===== src/rtl/beagleg_pkg.sv =====
// rtl/beagleg_pkg.sv - shared types and timing defaults for the step pulse shaper
package beagleg_pkg;

    typedef enum logic [1:0] {
        SHAPER_IDLE,
        SHAPER_SETUP,
        SHAPER_HIGH,
        SHAPER_LOW
    } step_shaper_state_e;

    localparam int STEP_SYNC_STAGES_DEFAULT = 2;
    localparam int STEP_PULSE_WIDTH_DEFAULT = 8;
    localparam int STEP_MIN_LOW_DEFAULT     = 8;
    localparam int STEP_DIR_SETUP_DEFAULT   = 4;
    localparam int STEP_DIR_HOLD_DEFAULT    = 4;
    localparam int STEP_QUEUE_AW_DEFAULT    = 4;

    // Largest of three timing values; sizes the shared down-counter.
    function automatic int max3(input int a, input int b, input int c);
        int m;
        m = (a > b) ? a : b;
        return (m > c) ? m : c;
    endfunction

endpackage


===== src/rtl/step_dir_queue.sv =====
// rtl/step_dir_queue.sv - 1-bit wide synchronous FIFO holding queued step directions
module step_dir_queue #(
    parameter int QUEUE_AW = 4
) (
    input  logic              clk,
    input  logic              rst,
    input  logic              push,
    input  logic              pop,
    input  logic              flush,
    input  logic              din,
    output logic              dout,
    output logic              full,
    output logic              empty,
    output logic [QUEUE_AW:0] count
);

    localparam int                  DEPTH   = 2 ** QUEUE_AW;
    localparam logic [QUEUE_AW:0]   CNT_ONE = (QUEUE_AW + 1)'(1);
    localparam logic [QUEUE_AW:0]   CNT_MAX = (QUEUE_AW + 1)'(DEPTH);
    localparam logic [QUEUE_AW-1:0] PTR_ONE = QUEUE_AW'(1);

    logic [DEPTH-1:0]    r_mem;
    logic [QUEUE_AW-1:0] r_wr_ptr;
    logic [QUEUE_AW-1:0] r_rd_ptr;
    logic [QUEUE_AW:0]   r_count;
    logic                w_do_pop;
    logic                w_do_push;

    // A push into a full queue is still taken when a pop frees a slot in the same cycle.
    assign w_do_pop  = pop & ~empty;
    assign w_do_push = push & (~full | w_do_pop);

    assign dout  = r_mem[r_rd_ptr];
    assign full  = (r_count == CNT_MAX);
    assign empty = (r_count == '0);
    assign count = r_count;

    // Pointer, occupancy and storage update; flush discards everything at once.
    always_ff @(posedge clk or posedge rst) begin
        if (rst) begin
            r_mem    <= '0;
            r_wr_ptr <= '0;
            r_rd_ptr <= '0;
            r_count  <= '0;
        end else if (flush) begin
            r_wr_ptr <= '0;
            r_rd_ptr <= '0;
            r_count  <= '0;
        end else begin
            if (w_do_push) begin
                r_mem[r_wr_ptr] <= din;
                r_wr_ptr        <= r_wr_ptr + PTR_ONE;
            end
            if (w_do_pop) begin
                r_rd_ptr <= r_rd_ptr + PTR_ONE;
            end
            case ({w_do_push, w_do_pop})
                2'b10:   r_count <= r_count + CNT_ONE;
                2'b01:   r_count <= r_count - CNT_ONE;
                default: r_count <= r_count;
            endcase
        end
    end

endmodule


===== src/rtl/step_pulse_shaper.sv =====
// rtl/step_pulse_shaper.sv - shapes raw step edges into driver-legal STEP/DIR timing
module step_pulse_shaper
    import beagleg_pkg::*;
#(
    parameter int SYNC_STAGES = STEP_SYNC_STAGES_DEFAULT,
    parameter int PULSE_WIDTH = STEP_PULSE_WIDTH_DEFAULT,
    parameter int MIN_LOW     = STEP_MIN_LOW_DEFAULT,
    parameter int DIR_SETUP   = STEP_DIR_SETUP_DEFAULT,
    parameter int DIR_HOLD    = STEP_DIR_HOLD_DEFAULT,
    parameter int QUEUE_AW    = STEP_QUEUE_AW_DEFAULT,
    parameter bit INVERT_STEP = 1'b0
) (
    input  logic              clk,
    input  logic              rst,
    input  logic              enable,
    input  logic              step_in,
    input  logic              dir_in,
    output logic              step_pulse,
    output logic              dir_out,
    output logic              busy,
    output logic [QUEUE_AW:0] pending_count,
    output logic              overflow,
    input  logic              clear_overflow
);

    localparam int             CNT_W      = $clog2(max3(PULSE_WIDTH, MIN_LOW, DIR_SETUP) + 1);
    localparam logic [CNT_W-1:0] CNT_ONE    = CNT_W'(1);
    localparam logic [CNT_W-1:0] LOAD_SETUP = CNT_W'(DIR_SETUP - 1);
    localparam logic [CNT_W-1:0] LOAD_HIGH  = CNT_W'(PULSE_WIDTH - 1);
    localparam logic [CNT_W-1:0] LOAD_LOW   = CNT_W'(MIN_LOW - 1);
    localparam logic             STEP_IDLE  = INVERT_STEP;
    localparam logic             STEP_ACT   = ~INVERT_STEP;

    if (SYNC_STAGES < 2) begin : g_bad_sync
        $error("step_pulse_shaper: SYNC_STAGES must be at least 2");
    end
    if (PULSE_WIDTH < 1 || MIN_LOW < 1 || DIR_SETUP < 1) begin : g_bad_timing
        $error("step_pulse_shaper: PULSE_WIDTH, MIN_LOW and DIR_SETUP must be at least 1");
    end
    if (MIN_LOW < DIR_HOLD) begin : g_bad_hold
        $error("step_pulse_shaper: MIN_LOW must cover DIR_HOLD");
    end

    logic [SYNC_STAGES-1:0] r_step_sync;
    logic [SYNC_STAGES-1:0] r_dir_sync;
    logic                   r_step_prev;
    step_shaper_state_e     r_state;
    logic [CNT_W-1:0]       r_cnt;
    logic                   r_step_pulse;
    logic                   r_dir_out;
    logic                   r_overflow;

    logic w_step_s;
    logic w_dir_s;
    logic w_edge;
    logic w_push;
    logic w_pop;
    logic w_q_dir;
    logic w_full;
    logic w_empty;
    logic w_drop;

    assign w_step_s = r_step_sync[SYNC_STAGES-1];
    assign w_dir_s  = r_dir_sync[SYNC_STAGES-1];
    assign w_edge   = w_step_s & ~r_step_prev;
    assign w_push   = w_edge & enable;
    // Starting new pulses is suppressed while disabled so a flush never races a pop.
    assign w_pop    = (r_state == SHAPER_IDLE) & ~w_empty & enable;
    assign w_drop   = w_push & w_full & ~w_pop;

    // Synchronize step and direction through matching chains so they stay aligned.
    always_ff @(posedge clk or posedge rst) begin
        if (rst) begin
            r_step_sync <= '0;
            r_dir_sync  <= '0;
            r_step_prev <= 1'b0;
        end else begin
            r_step_sync <= {r_step_sync[SYNC_STAGES-2:0], step_in};
            r_dir_sync  <= {r_dir_sync[SYNC_STAGES-2:0], dir_in};
            r_step_prev <= w_step_s;
        end
    end

    step_dir_queue #(
        .QUEUE_AW (QUEUE_AW)
    ) u_queue (
        .clk   (clk),
        .rst   (rst),
        .push  (w_push),
        .pop   (w_pop),
        .flush (~enable),
        .din   (w_dir_s),
        .dout  (w_q_dir),
        .full  (w_full),
        .empty (w_empty),
        .count (pending_count)
    );

    // Sticky overflow; a new drop beats a simultaneous clear.
    always_ff @(posedge clk or posedge rst) begin
        if (rst) begin
            r_overflow <= 1'b0;
        end else if (w_drop) begin
            r_overflow <= 1'b1;
        end else if (clear_overflow) begin
            r_overflow <= 1'b0;
        end
    end

    // Pulse timing FSM: DIR only moves when leaving IDLE, so hold is covered by LOW.
    always_ff @(posedge clk or posedge rst) begin
        if (rst) begin
            r_state      <= SHAPER_IDLE;
            r_cnt        <= '0;
            r_step_pulse <= STEP_IDLE;
            r_dir_out    <= 1'b0;
        end else begin
            case (r_state)
                SHAPER_IDLE: begin
                    if (w_pop) begin
                        if (w_q_dir != r_dir_out) begin
                            r_dir_out <= w_q_dir;
                            r_cnt     <= LOAD_SETUP;
                            r_state   <= SHAPER_SETUP;
                        end else begin
                            r_cnt        <= LOAD_HIGH;
                            r_step_pulse <= STEP_ACT;
                            r_state      <= SHAPER_HIGH;
                        end
                    end
                end
                SHAPER_SETUP: begin
                    if (r_cnt == '0) begin
                        r_cnt        <= LOAD_HIGH;
                        r_step_pulse <= STEP_ACT;
                        r_state      <= SHAPER_HIGH;
                    end else begin
                        r_cnt <= r_cnt - CNT_ONE;
                    end
                end
                SHAPER_HIGH: begin
                    if (r_cnt == '0) begin
                        r_cnt        <= LOAD_LOW;
                        r_step_pulse <= STEP_IDLE;
                        r_state      <= SHAPER_LOW;
                    end else begin
                        r_cnt <= r_cnt - CNT_ONE;
                    end
                end
                SHAPER_LOW: begin
                    if (r_cnt == '0) begin
                        r_state <= SHAPER_IDLE;
                    end else begin
                        r_cnt <= r_cnt - CNT_ONE;
                    end
                end
                default: begin
                    r_state      <= SHAPER_IDLE;
                    r_step_pulse <= STEP_IDLE;
                end
            endcase
        end
    end

    assign step_pulse = r_step_pulse;
    assign dir_out    = r_dir_out;
    assign overflow   = r_overflow;
    assign busy       = (r_state != SHAPER_IDLE) || !w_empty;

endmodule


===== config.mk =====
export PLATFORM = sky130hd
export DESIGN_NAME = step_pulse_shaper
export DESIGN_NICKNAME = d
export VERILOG_FILES = /design/src/rtl/beagleg_pkg.sv /design/src/rtl/step_dir_queue.sv /design/src/rtl/step_pulse_shaper.sv
export SDC_FILE = /design/constraint.sdc
export NUM_CORES = 1
export LEC_CHECK = 0
export CAP_MARGIN = 20
export CORE_ASPECT_RATIO = 0.6
export CORE_UTILIZATION = 55
export DETAILED_ROUTE_END_ITERATION = 10
export PLACE_DENSITY = 0.75
export SYNTH_ARGS = -nofsm -noshare
export SYNTH_HDL_FRONTEND = slang
export SYNTH_SLANG_ARGS = --single-unit

===== constraint.sdc =====
create_clock -name clk -period 7.6 [get_ports clk]
set_input_delay 1.9 -clock clk [delete_from_list [all_inputs] [get_ports clk]]
set_output_delay 1.9 -clock clk [all_outputs]
set_load 0.05 [all_outputs]

==> impl_metrics.ini <==
[yosys]
synth_warnings = 0
async_flop_share_pct = 100
syn_inst = 233
synth_cell_types = 46
synth_fp_nets = 252
synth_edf_count = 0
syn_avg_cell_area_sq_um = 10.5
seq_area_frac_synth_pct = 44.1
ys.flop_type = dfrtp_1
netlist_area_sq_um = 2440
ys_ff_latch = 43

[setup_path]
cp-end-kind = output pin
cp.required_ns = 5.70
critical_path_arrival_ns = 2.29
r2r-start = r_state[0]$_DFFE_PP0P_
cp_max_fo = 9
regToRegSetupSlack_ns = 5.00
r2r-end = u_queue.count[2]$_DFFE_PP0P_
crit_type = flip-flop to output pin
r2r_cells = 7
cp-start-kind = flip-flop

[floorplan]
die_area_sq_um = 4720
fp.dieW_microns = 88.0
die_height_microns = 53.6
ioPinCount = 15
core-area_sq_um = 4190
rows = 18
start_util_pct = 58.3

[cts]
cts_num_sinks = 43
clockRootBuffer = clkbuf_8
path_clk_slew_ns = 0.08
cts_tree = yes
cts_made_buffers = 5
worstSkewPairLatency_ns = 0.30
htreeDepth = 2
cts_setup_buffers = 0
cts_resized = 0
cts_hold_buf = 0
clockBufferDepth = 2

[timing]
drv_slew = 0
slew_headroom_pct = 64.1
hold_slack_ns = 0.354
finalSetupTns_ns = 0
fin_worst_skew_ns = 0.00483
final_hold_viol_count = 0
final-setup-viol-count = 0
rsz0062_at_grt = no
min_period_over_period_pct = 55.2
fin_crit_ns = 4.19
worst_pin_slew_ns = 0.524
max_freq_mhz = 239

[placement]
port_buffers = 14
placed_area_sq_um = 2620
hpwl_microns = 3200
dp.cells = 298
gp_congestion = 0.796

[routing]
dr.pass1.iters = 4
initialDrtViolationCount = 109
final_antenna_net_count = 0
vias = 1728
vias_per_cell = 5.65
wl_per_cell_microns = 15.1
wirelength_microns = 4620
drcViolationCount = 0

[final_layout]
seqCellArea_sq_um = 1080
final_common_cell = dfrtp_1
final_cell_area_sq_um = 2720
final_cell_mix = dfrtp_1 (43), nand3_1 (17), nor2_1 (14), clkdlybuf4s50_1 (14)
multi_input_area_sq_um = 1270
syn_to_final_growth_pct = 11.3
finalNonFillerCells = 306
diodes = 0
drive_gt1_share_pct = 11.0
fin_util_pct = 64.9
fillers = 350
fin_nets = 264

[power_and_ir_drop]
p_leak_nw = 1.19
p_per_area_nw_per_um2 = 264
ir_worst_vdd_mv = 0.107

[global_routing]
grt_pass1_wl_microns = 7720
first_global_vias = 1554
antenna_found_initial = 0
grtUsageTotal_pct = 22.4
grt_max_degree = 44
grt_overflow = 0

[run_status]
status = complete, no violations

[min_path]
min_to = r_step_sync[1]$_DFF_PP0_
hold_path.class = flip-flop to flip-flop
holdCritStartpoint = r_step_sync[0]$_DFF_PP0_
hold_depth = 0

[job]
cap_violations = 0
[cells in the mapped netlist (all sizes together), types with 2 or more instances]
cell type / instances / area share (%)
dfrtp: 43 / 44
mux2: 18 / 8.3
nand3: 17 / 3.5
nor2: 14 / 2.2
a21oi: 13 / 2.7
ha: 13 / 6.7
mux2i: 13 / 5.3
nand2: 13 / 2.0
inv: 11 / 1.7
clkbuf: 7 / 1.1
o21ai: 7 / 1.9
nand4: 6 / 1.5
nor3: 6 / 1.2
xor2: 6 / 2.2
buf: 4 / 1.1
nand2b: 4 / 1.0
nor2b: 4 / 1.0
o31ai: 4 / 1.2
xnor2: 4 / 1.4
a31oi: 3 / 0.77
and2: 2 / 0.51
mux4: 2 / 1.8
o21a: 2 / 0.61
or4: 2 / 0.77
[critical path: stages, from the launching register on]
cell	delay [ns]
dfrtp_1	0.48
or4_4	0.61
nor2_1	0.11
nand2_1	0.07
clkdlybuf4s50_1	0.73
[stage by stage]
stage	power (W)	setup WS (ns)
after global routing	0.000770	3.32
after detailed placement	0.000562	3.53
after floorplan	0.000499	3.97
after CTS	0.000721	3.41
after global placement	0.000557	3.57
final	0.000717	3.41
[flip-flops by register name, indices dropped and copies added, names as in the netlist]
register	count
dir_out	1
u_queue.r_wr_ptr	4
r_cnt	4
r_state	2
u_queue.count	5
u_queue.r_mem	16
r_step_sync	2
r_dir_sync	2
u_queue.r_rd_ptr	4
overflow	1
step_pulse	1
r_step_prev	1
[final cells by class]
| class | instances | share of cell area, % |
|---|---|---|
| flip-flops and latches | 43 | 39.6 |
| clock buffers | 6 | 3.04 |
| well taps | 60 | 2.76 |
| clock inverters | 2 | 0.599 |
| repair buffers | 16 | 5.71 |
| multi-input cells | 168 | 46.8 |
| inverters | 11 | 1.52 |
[metal layers]
layer / up-vias / share of wire (%) / GRT usage, %
li1: 856 / - / -
met1: 834 / 56 / 34.0
met2: 34 / 40 / 31.8
met3: 4 / 4.1 / 5.67
met4: 0 / 0.50 / 5.65
met5: - / 0 / 0
[worst max path at each step]
| stage | start | end | slack [ns] | cells after the start |
|---|---|---|---|---|
| finish | u_queue.count[1]$_DFFE_PP0P_ | busy | 3.41 | 4 |
| global route | u_queue.count[1]$_DFFE_PP0P_ | busy | 3.32 | 4 |
| CTS | u_queue.count[1]$_DFFE_PP0P_ | busy | 3.41 | 4 |
| detailed placement | enable | u_queue.count[4]$_DFFE_PP0P_ | 3.53 | 9 |
| global placement | enable | u_queue.count[2]$_DFFE_PP0P_ | 3.57 | 8 |
| floorplan | u_queue.count[1]$_DFFE_PP0P_ | busy | 3.97 | 4 |
[power by group]
group / switching (W) / internal [W] / total [W]
Sequential: 0.0000263 / 0.000259 / 0.000285
Combinational: 0.000165 / 0.000108 / 0.000274
Clock: 0.0000836 / 0.0000743 / 0.000158
Total: 0.000275 / 0.000441 / 0.000717
[cell families after synthesis]
logic type	count (synthesis)	share of synthesized area, %
adders and majority gates	13	6.66
and+or+nand+nor	75	15.8
xor gates and xnor gates	10	3.59
buffers and inverters	22	3.89
DFF	43	44.1
AOI/OAI and AO/OA	37	10.5
muxes	33	15.5
Note: power is estimated with default switching activity, not from simulation.
